===== src/rtl/button_event_reg_if.sv =====
// button_event_reg_if: CPU-side read bus of the button event register.
interface button_event_reg_if #(
    parameter int NUM_BTN = 2,
    parameter int DATA_W  = 8
);
    logic              button_read;
    logic [DATA_W-1:0] button_op;
    logic              event_valid;
    logic              overflow;
    modport master (output button_read, input button_op, event_valid, overflow);
    modport slave  (input button_read, output button_op, event_valid, overflow);
endinterface


===== src/rtl/button_event_reg.sv =====
// button_event_reg: synchronised, debounced multi-button event latch read and cleared by the CPU.
module button_event_reg #(
    parameter int NUM_BTN       = 2,
    parameter int DATA_W        = 8,
    parameter int SYNC_STAGES   = 2,
    parameter int DEBOUNCE_CYC  = 16,
    parameter int CONFLICT_ZERO = 1
) (
    input  logic                 clk,
    input  logic                 reset,
    input  logic [NUM_BTN-1:0]   btn_in,
    button_event_reg_if.slave    bus
);
    localparam int CW = $clog2(DEBOUNCE_CYC + 1);
    logic [NUM_BTN-1:0] deb, deb_q, pending, press;
    logic               read_q, rd_fire, conflict, ovf;
    logic [DATA_W-1:0]  op;
    genvar g;
    for (g = 0; g < NUM_BTN; g++) begin : g_ch
        logic [SYNC_STAGES-1:0] sq;
        logic [CW-1:0]          c;
        logic                   d, s;
        assign s      = sq[SYNC_STAGES-1];
        assign deb[g] = d;
        always_ff @(posedge clk or negedge reset)
            if (!reset) begin
                sq <= '0;
                c  <= '0;
                d  <= 1'b0;
            end else begin
                sq <= {sq[SYNC_STAGES-2:0], btn_in[g]};
                if (s == d)
                    c <= '0;
                else if (c == CW'(DEBOUNCE_CYC - 1)) begin
                    d <= s;
                    c <= '0;
                end else
                    c <= c + CW'(1);
            end
    end
    assign press    = deb & ~deb_q;
    assign rd_fire  = bus.button_read & ~read_q;
    assign conflict = |(pending & (pending - NUM_BTN'(1)));
    // A press coinciding with the read strobe lands after the clear so it is never lost.
    always_ff @(posedge clk or negedge reset)
        if (!reset) begin
            deb_q   <= '0;
            read_q  <= 1'b0;
            pending <= '0;
            ovf     <= 1'b0;
            op      <= '0;
        end else begin
            deb_q   <= deb;
            read_q  <= bus.button_read;
            pending <= rd_fire ? press : (pending | press);
            ovf     <= rd_fire ? 1'b0 : (ovf | (|(press & pending)));
            if (rd_fire)
                op <= (CONFLICT_ZERO != 0 && conflict) ? '0 : DATA_W'(pending);
        end
    assign bus.button_op   = op;
    assign bus.event_valid = |pending;
    assign bus.overflow    = ovf;
endmodule


===== src/flat_wrapper.sv =====
// flat-port wrapper written by rule: the top's interface ports become plain ports
module button_event_reg_flat 
#(
    parameter int NUM_BTN       = 2,
    parameter int DATA_W        = 8,
    parameter int SYNC_STAGES   = 2,
    parameter int DEBOUNCE_CYC  = 16,
    parameter int CONFLICT_ZERO = 1
)
  (clk, reset, btn_in, bus_button_read, bus_button_op, bus_event_valid, bus_overflow);
  button_event_reg_if #(.NUM_BTN(NUM_BTN), .DATA_W(DATA_W)) bus_i ();
  input  logic clk;
  input  logic reset;
  input  logic [NUM_BTN-1:0] btn_in;
  input wire logic [$bits(bus_i.button_read)-1:0] bus_button_read;
  output wire logic [$bits(bus_i.button_op)-1:0] bus_button_op;
  output wire logic [$bits(bus_i.event_valid)-1:0] bus_event_valid;
  output wire logic [$bits(bus_i.overflow)-1:0] bus_overflow;
  assign bus_i.button_read = bus_button_read;
  assign bus_button_op = bus_i.button_op;
  assign bus_event_valid = bus_i.event_valid;
  assign bus_overflow = bus_i.overflow;
  button_event_reg #(.NUM_BTN(NUM_BTN), .DATA_W(DATA_W), .SYNC_STAGES(SYNC_STAGES), .DEBOUNCE_CYC(DEBOUNCE_CYC), .CONFLICT_ZERO(CONFLICT_ZERO)) u_core (.clk(clk), .reset(reset), .btn_in(btn_in), .bus(bus_i));
endmodule

===== config.mk =====
export PLATFORM = sky130hd
export DESIGN_NAME = button_event_reg_flat
export DESIGN_NICKNAME = d
export VERILOG_FILES = /design/src/rtl/button_event_reg_if.sv /design/src/rtl/button_event_reg.sv /design/src/flat_wrapper.sv
export SDC_FILE = /design/constraint.sdc
export NUM_CORES = 1
export LEC_CHECK = 0
export CAP_MARGIN = 0
export CORE_UTILIZATION = 49
export DETAILED_ROUTE_END_ITERATION = 10
export DONT_BUFFER_PORTS = 1
export GPL_TIMING_DRIVEN = 0
export HOLD_SLACK_MARGIN = 0.06
export PLACE_DENSITY = 0.73
export SLEW_MARGIN = 10
export SYNTH_ARGS = -nofsm -noshare
export SYNTH_HDL_FRONTEND = slang
export SYNTH_SLANG_ARGS = --single-unit

===== constraint.sdc =====
create_clock -name clk -period 2.5 [get_ports clk]
set_input_delay 0.25 -clock clk [delete_from_list [all_inputs] [get_ports clk]]
set_output_delay 0.25 -clock clk [all_outputs]
set_load 0.03 [all_outputs]

# Yosys cells after proc, flatten, opt, wreduce, memory -nomap -nowiden
# Index checks and enable logic that the tools add are counted.
op_classes:
  bitwise_logic: 10
  n_reduce_logical: 5
  eq_ne: 4
  mux: 7
  add_sub_neg: 3
op_table:
  columns: ["operator", "count"]
  rows:
  - ["$mux W5", 4]
  - ["$add A5 B1 Y5 const B", 2]
  - ["$eq A5 B4 Y1 const B", 2]
  - ["$and A2 B2 Y2", 3]
  - ["$reduce_or A2 Y1", 3]
  - ["$mux W2", 2]
  - ["$reduce_and A2 Y1", 2]
  - ["$not A1 Y1", 3]
  - ["$eq A1 B1 Y1", 2]
  - ["$not A2 Y2", 1]
  - ["$or A2 B2 Y2", 1]
  - ["$sub A2 B1 Y2 const B", 1]
  - ["$and A1 B1 Y1", 1]
  - ["$mux W1", 1]
  - ["$or A1 B1 Y1", 1]
totals:
  output_inout_bits: 10
  regBits: 30
  elab_cells: 40

# Depth between registers and ports, before layout
# Gate-level depths: netlist of the first run.
logic_depth:
  word_depth: 6
  depth_mapped: 4

# Worst setup path after synthesis of the first run
# OpenSTA, ideal clock, no wires.
synth_timing:
  path_kind: "flip-flop to flip-flop"
  start: "register u_core.g_ch[1].c[0]"
  end: "register u_core.g_ch[1].d"
  required_ps: 2372
  n_path_buf: 0
  path_stages_with_launch: 5
  arrival_ps: 1054
  setup_time_ps: 128
  slack_ps: 1319
  cell_sequence: "dfrtp_1 ha_1 nand3_1 nor2_1 mux2_1"
synth_between:
  elab_chain_len: 2
synth_lines:
  columns: ["item", "line", "text"]
  rows:
  - ["from (decl)", "button_event_reg.sv:21", "logic [CW-1:0] c;"]
  - ["from (signal assigned)", "button_event_reg.sv:38", "c <= c + CW'(1);"]
  - ["$eq A5 B4 Y1", "button_event_reg.sv:34", "else if (c == CW'(DEBOUNCE_CYC - 1)) begin"]
  - ["$reduce_and A2 Y1 (no line)", null, null]
  - ["to (signal assigned)", "button_event_reg.sv:35", "d <= s;"]
  - ["to (decl)", "button_event_reg.sv:22", "logic d, s;"]
# Every way passes these cells.
# A chain may end at the register's enable or synchronous reset.

# Worst setup path in the final report of the first run
layout_timing:
  start: "register u_core.pending[0]"
  end: "output port bus_event_valid"
layout_between:
  elab_chain_len: 1
layout_lines:
  columns: ["item", "line", "text"]
  rows:
  - ["from (decl)", "button_event_reg.sv:15", "logic [NUM_BTN-1:0] deb, deb_q, pending, press;"]
  - ["from (signal assigned)", "button_event_reg.sv:55", "pending <= rd_fire ? press : (pending | press);"]
  - ["$reduce_or A2 Y1", "button_event_reg.sv:61", "assign bus.event_valid = |pending;"]
  - ["to (decl)", "flat_wrapper.sv:17", "output wire logic [$bits(bus_i.event_valid)-1:0] bus_event_valid;"]
# Every way passes these cells.

==> results.md, run 1 <==
- Critical path class: flip-flop to output port
- Skew final: 0.0115 ns
- Fraction of layout cells with a size suffix above 1: 16.9%
- Die area: 2110 um^2
- Simple-Gate Fraction of Synth Area: 13.1%
- Netlist Area Pre-Place: 945 um^2
- Synth Area in XOR/XNOR: 6.36%
- Crit-path max cell delay: 0.44 ns
- Total negative slack: 0 ns
- Worst hold endpoint: u_core.pending[0]
- Final antenna-violating net count: 0
- Layout area overhead: 15.1%
- Max Fclk: 707 MHz
- DRT Pass-1 Iters: 3
- Met3 Use GR: 3.57%
- Worst-path cell chain: or2_2
- GR Util met1: 17.4%
- CP top delay family: flip-flops
- Run status: complete, no violations
- CTS Sinks: 24
- Crit. End Element: output port
- GRT busiest layer: met2
- Post-DP HPWL: 923 um
- Clock-pin slew on the worst setup and hold paths: 0.13 ns
- CTS tree: yes
- Leak: 0.558 nW
- RSZ-0062 raised after global routing: false
- Main combinational cell family by area after synthesis: simple AND/OR/NAND/NOR gates
- Vias: 519
- First-pass GRT wire length: 2.24 mm
- Final period util: 56.6%
- Largest net degree at the start of global routing: 25
- I/O pin cnt: 15
- Req. time, crit path: 2.25 ns
- Root buf cell: clkbuf_4
- Die W: 45.9 um
- Final net count: 97
- Post-DR wirelength/cell: 11.4 um
- Mux share of post-synthesis cell area: 2.38%
- Max Buffers Root-to-Sink: 2
- Synthesis-stage register bit count: 24
- Initial Util: 53.5%
- Compound-Gate Fraction of Synth Area: 5.56%
- Initial antenna violation count: 0
- DR DRC count: 0
- Row Count: 15
- GRT Residual Overflow: 0
- Warnings, synthesis: 0
- RR Endpoint: u_core.g_ch[1].d
- All-layer global routing usage: 15.9%
- Slew @ Worst Pin: 1.04 ns
- WHS: 0.255 ns
- Port buffer count: 0
- Hold Fails Final Rpt: 0
- Post-synthesis adder-cell area fraction: 2.65%
- Via/cell ratio: 4.55
- Vias in the first global route: 567
- Gpl congestion: 0.719
- Crit path buf inv count: 0
- H-tree levels: 1
- Buffers inserted by post-CTS timing repair: 0
- Die Ht: 45.9 um
- GR Util met2: 27.3%
- # diodes: 0
- Worst r2r path cells: 4
- Synth unique cells: 23
- Placeable Area: 1760 um^2
- Pwr/cell area: 679 nW/um^2
- Slew Viols, Final: 0
- Initial drt markers: 3
- Flip-flop and latch area: 601 um^2
- Clk_lat worst skew: 0.32 ns
- Slowest CP cell: dfrtp_1
- Endpoint arrival time on the critical path: 1.16 ns
- CTS Buf Count: 3
- VDD IR max: 0.315 mV
- Gate count after technology mapping: 76
- Hold Path Origin: bus_button_read
- Fin crit period: 1.41 ns
- Filler cell count: 157
- Startpoint Class: flip-flop
- Worst-path fanout max: 5
- Hold Path Cell Cnt: 3
- Mean post-synth cell area: 12.4 um^2
- Register area share after synthesis: 63.6%
- Setup Viol. Count Final: 0
- Max-Cap Viols: 0
- WL final: 1.30 mm
- Setup slack, reg-to-reg: 1.17 ns
- Hold Path Class: primary input to flip-flop
- Slew headroom: 30.7%
- Multi-input gate area: 307 um^2
- Worst r2r src: u_core.g_ch[1].c[0]
==> per-stage QoR <==
step	utilization [%]	instance area (um^2)	setup slack [ns]	power [mW]	instances
5_1_grt	61.6	1090	1.05	0.767	114
2_1_floorplan	-	963	1.32	0.450	81
6_report	61.6	1090	1.09	0.738	114
3_3_place_gp	56.4	995	1.26	0.453	106
4_1_cts	61.6	1090	1.08	0.745	114
3_5_place_dp	56.4	995	1.23	0.455	106
==> logic make-up (layout without fill, tap and decap cells) <==
group	Yosys count	count (layout)
AOI/OAI and AO/OA	8	8
and+or+nand+nor	24	24
other	1	6
adders and majority gates	2	2
DFF	24	24
xor gates and xnor gates	6	6
buffers and inverters	9	17
muxes	2	2
==> final cells by class <==
type                            instances  area share, %
Tap cell                               25           2.88
Sequential cell                        24           55.2
Multi-Input combinational cell         48           28.2
Buffer                                  6           4.14
Clock buffer                            3           2.07
Timing Repair Buffer                    4           3.68
Inverter                                3           1.04
Clock inverter                          1           2.76
==> worst max-delay path by stage <==
stage | cells past startpoint | from | end | slack [ns]
2_1_floorplan | 4 | u_core.g_ch[1].c[0] | u_core.g_ch[1].d | 1.32
3_3_place_gp | 4 | u_core.g_ch[1].c[0] | u_core.g_ch[1].d | 1.26
3_5_place_dp | 4 | u_core.g_ch[1].c[0] | u_core.g_ch[1].d | 1.23
4_1_cts | 1 | u_core.pending[0] | bus_event_valid | 1.08
5_1_grt | 1 | u_core.pending[0] | bus_event_valid | 1.05
6_report | 1 | u_core.pending[0] | bus_event_valid | 1.09
==> registers in the layout, summed over array words and instances, names as in the netlist <==
register,flops
u_core.g_ch.c,10
u_core.bus.overflow,1
u_core.g_ch.d,2
u_core.g_ch.sq,4
u_core.read_q,1
u_core.pending,2
u_core.bus.button_op,2
u_core.deb_q,2
==> placed cells by master (no fill, tap or decap), types with 2 or more instances in the layout <==
cell type      count
dfrtp_1           24
nor2_1             6
buf_4              6
conb_1             6
xor2_1             5
nand3_1            4
dlygate4sd3_1      4
and2_1             3
inv_1              3
nand2b_1           3
nand2_1            3
o21ai_0            3
clkbuf_4           3
and3_1             2
mux2_1             2
ha_1               2
==> synthesized netlist by cell type <==
library cell | instances | share of area (%)
a21boi_0 | 1 | 0.79
a22o_2 | 1 | 1.1
a31oi_1 | 1 | 0.66
and2_1 | 3 | 2.0
and3_1 | 2 | 1.3
buf_4 | 6 | 4.8
conb_1 | 1 | 0.40
dfrtp_1 | 24 | 64
ha_1 | 2 | 2.6
inv_1 | 3 | 1.2
mux2_1 | 2 | 2.4
nand2_1 | 3 | 1.2
nand2b_1 | 3 | 2.0
nand3_1 | 4 | 2.1
nand3b_1 | 1 | 0.79
nor2_1 | 6 | 2.4
nor2_2 | 1 | 0.66
o21ai_0 | 3 | 1.6
o21ai_1 | 1 | 0.53
o21ai_2 | 1 | 0.93
or2_2 | 1 | 0.66
xor2_1 | 5 | 4.6
xor2_2 | 1 | 1.7
==> power by group <==
| group | total [mW] | switching (mW) | internal, mW | leakage [nW] |
|---|---|---|---|---|
| combinational | 0.0505 | 0.0308 | 0.0197 | 0.211 |
| sequential | 0.408 | 0.00814 | 0.400 | 0.319 |
| clock | 0.279 | 0.117 | 0.162 | 0.0279 |
| total | 0.738 | 0.156 | 0.582 | 0.558 |
==> per-layer routing <==
metal  wire, um  vias up
li1           -      262
met1        588      237
met2        624       15
met3         49        5
met4         40        0
met5          0        -
==> what timing repair did <==
item | in CTS | in global routing
setup endpoints to repair | 0 | 0
resized for setup | 0 | 0
endpoints found under the hold margin | 27 | 0
hold buffers | 4 | 0
Power figures use the tool's default switching activity.
==> run 2: changes to the inputs <==
Settings changed: PLACE_DENSITY 0.73 to 0.75.
Clock period 2.5 ns to 1.25 ns, I/O delays scaled along.
==> results.md, run 2 (synthesis results as in run 1) <==
- Row Count: 15 (unchanged)
- Biggest register: u_core.g_ch.c
- Hold Path Class: primary input to async pin
- Final antenna-violating net count: 0 (unchanged)
- Commonest cells after routing, fill and taps aside: 24 x dfrtp_1, 10 x buf_4, 6 x conb_1
- Crit. End Element: flip-flop
- CP top delay family: flip-flops
- Crit path buf inv count: 0 (unchanged)
- CTS Buf Count: 3 (unchanged)
- Worst-path cell chain: ha_2 -> nand3_4 -> nor2_4 -> mux2_4
- Hold Fails Final Rpt: 0 (unchanged)
- Fin crit period: 1.21 ns
- Placeable Area: 1760 um^2 (unchanged)
- Worst slack, placed: -0.0392 ns (-1.27 ns)
- Max reg flops: 10 (unchanged)
- Final net count: 101 (+4.1%)
- RSZ-0062 raised after global routing: true
- Req. time, crit path: 1.44 ns (-0.81 ns)
- Post-DP HPWL: 892 um (-3.3%)
- H-tree levels: 1 (unchanged)
- Filler cell count: 141 (-10%)
- Largest regs: u_core.g_ch.c: 10 flops, u_core.g_ch.sq: 4 flops
- # diodes: 0 (unchanged)
- Total negative slack: 0 ns (unchanged)
- Largest net degree at the start of global routing: 25 (unchanged)
- Clk_lat worst skew: 0.30 ns (-0.02 ns)
- Fraction of layout cells with a size suffix above 1: 29.0% (+12 points)
- Root buf cell: clkbuf_4
- Post-DR wirelength/cell: 11.7 um (+2.8%)
- VDD IR max: 0.690 mV (+120%)
- Run status: complete, no violations
- Slew headroom: 31.5% (+0.78 points)
- I/O pin cnt: 15 (unchanged)
- Most common cell after layout, fill and taps aside: dfrtp_1
- Die Ht: 45.9 um (unchanged)
- Skew final: 0.00738 ns (-0.00416 ns)
- Gpl congestion: 0.694 (-3.5%)
- Port buffer count: 0 (unchanged)
- Max-Cap Viols: 0 (unchanged)
- Pwr/cell area: 1140 nW/um^2 (+67%)
- Clock-pin slew on the worst setup and hold paths: 0.12 ns (about the same)
- Leak: 0.573 nW (+2.8%)
- Via/cell ratio: 4.66 (+2.4%)
- Slew Viols, Final: 0 (unchanged)
- Slew @ Worst Pin: 1.03 ns (-0.00825 ns)
- Final WS setup: 0.0400 ns (-1.05 ns)
- Initial Util: 53.5% (unchanged)
- Final Power: 1.33 mW (+80%)
- Setup Viol. Count Final: 0 (unchanged)
- Layout area overhead: 23.7%
- CTS Sinks: 24 (unchanged)
- Initial drt markers: 7 (+4)
- Vias in the first global route: 537 (-5.3%)
- Die W: 45.9 um (unchanged)
- Endpoint arrival time on the critical path: 1.40 ns (+0.24 ns)
- Slowest CP cell: dfrtp_1
- CTS tree: yes
- First-pass GRT wire length: 2.18 mm (-2.8%)
- Crit-path max cell delay: 0.38 ns (-0.06 ns)
- Die area: 2110 um^2 (unchanged)
- Startpoint Class: flip-flop
- DR DRC count: 0 (unchanged)
- Critical path class: flip-flop to flip-flop
- Final period util: 96.8%
- Initial antenna violation count: 0 (unchanged)
- GRT Residual Overflow: 0 (unchanged)
- WHS: 0.0576 ns (-0.198 ns)
- DRT Pass-1 Iters: 3 (unchanged)
- All-layer global routing usage: 15.3% (-0.62 points)
- Max Fclk: 826 MHz
- Vias: 550 (+6.0%)
- Max Buffers Root-to-Sink: 2 (unchanged)
- WL final: 1.38 mm (+6.4%)
- Worst-path fanout max: 3 (-2)
## run 2: changes by cell type in the layout (fill, tap and decap cells not counted), moves of 2 or more
cell | before | now
buf_4 | 6 | 10
mux2_4 | 0 | 2
nand3_1 | 4 | 2
nand3_4 | 0 | 2
nor2_4 | 0 | 2
nor2_1 | 6 | 4
ha_1 | 2 | 0
mux2_1 | 2 | 0
## run 2: final cells by class
cell class | count | area [um^2] | share of cell area [%]
Multi-Input combinational cell | 48 | 372 | 31.8
Inverter | 3 | 11.3 | 0.964
Tap cell | 25 | 31.3 | 2.68
Timing Repair Buffer | 8 | 72.6 | 6.21
Clock buffer | 4 | 36.3 | 3.10
Sequential cell | 24 | 601 | 51.4
Buffer | 6 | 45.0 | 3.85
## run 2: per-layer routing
layer  global-route usage [%]  share of wire [%]  up-vias
li1                         -                  -      273
met1                     18.8                 47      261
met2                     25.4                 48       14
met3                     3.57                3.7        2
met4                     7.06               0.94        0
met5                        0                  0        -
## run 2: through the flow
stage | std cells | instance area [um^2] | util [%]
6_report | 118 | 1170 | 66.2
5_1_grt | 118 | 1170 | 66.2
4_1_cts | 117 | 1110 | 62.9
3_5_place_dp | 106 | 995 | 56.4
3_3_place_gp | 106 | 995 | 56.4
2_1_floorplan | 81 | 963 | -
## run 2: what timing repair did
item,4_1_cts,5_1_grt
pin swaps,2,4
gates resized for setup,5,10
hold endpoints to repair,27,0
setup buffers,3,1
hold buffers,4,0
setup endpoints to repair,3,26
## run 2: report_power, final
part | switching (mW) | internal, mW | total (mW)
sequential | 0.0210 | 0.800 | 0.821
clock | 0.206 | 0.178 | 0.384
combinational | 0.0673 | 0.0553 | 0.123
total | 0.295 | 1.03 | 1.33
## run 2: final timing paths
check / from / cells past startpoint / slack (ns) / end
max: u_core.g_ch[0].c[1] / 4 / 0.04 / u_core.g_ch[0].d
min: reset / 1 / 0.06 / u_core.bus.button_op[0]
max reg2reg: u_core.g_ch[0].c[1] / 4 / 0.04 / u_core.g_ch[0].d
min reg2reg: u_core.g_ch[1].sq[0] / 0 / 0.36 / u_core.g_ch[1].sq[1]
max in group asynchronous: reset / 1 / 0.57 / u_core.g_ch[1].d
min in group clk: bus_button_read / 3 / 0.16 / u_core.pending[0]
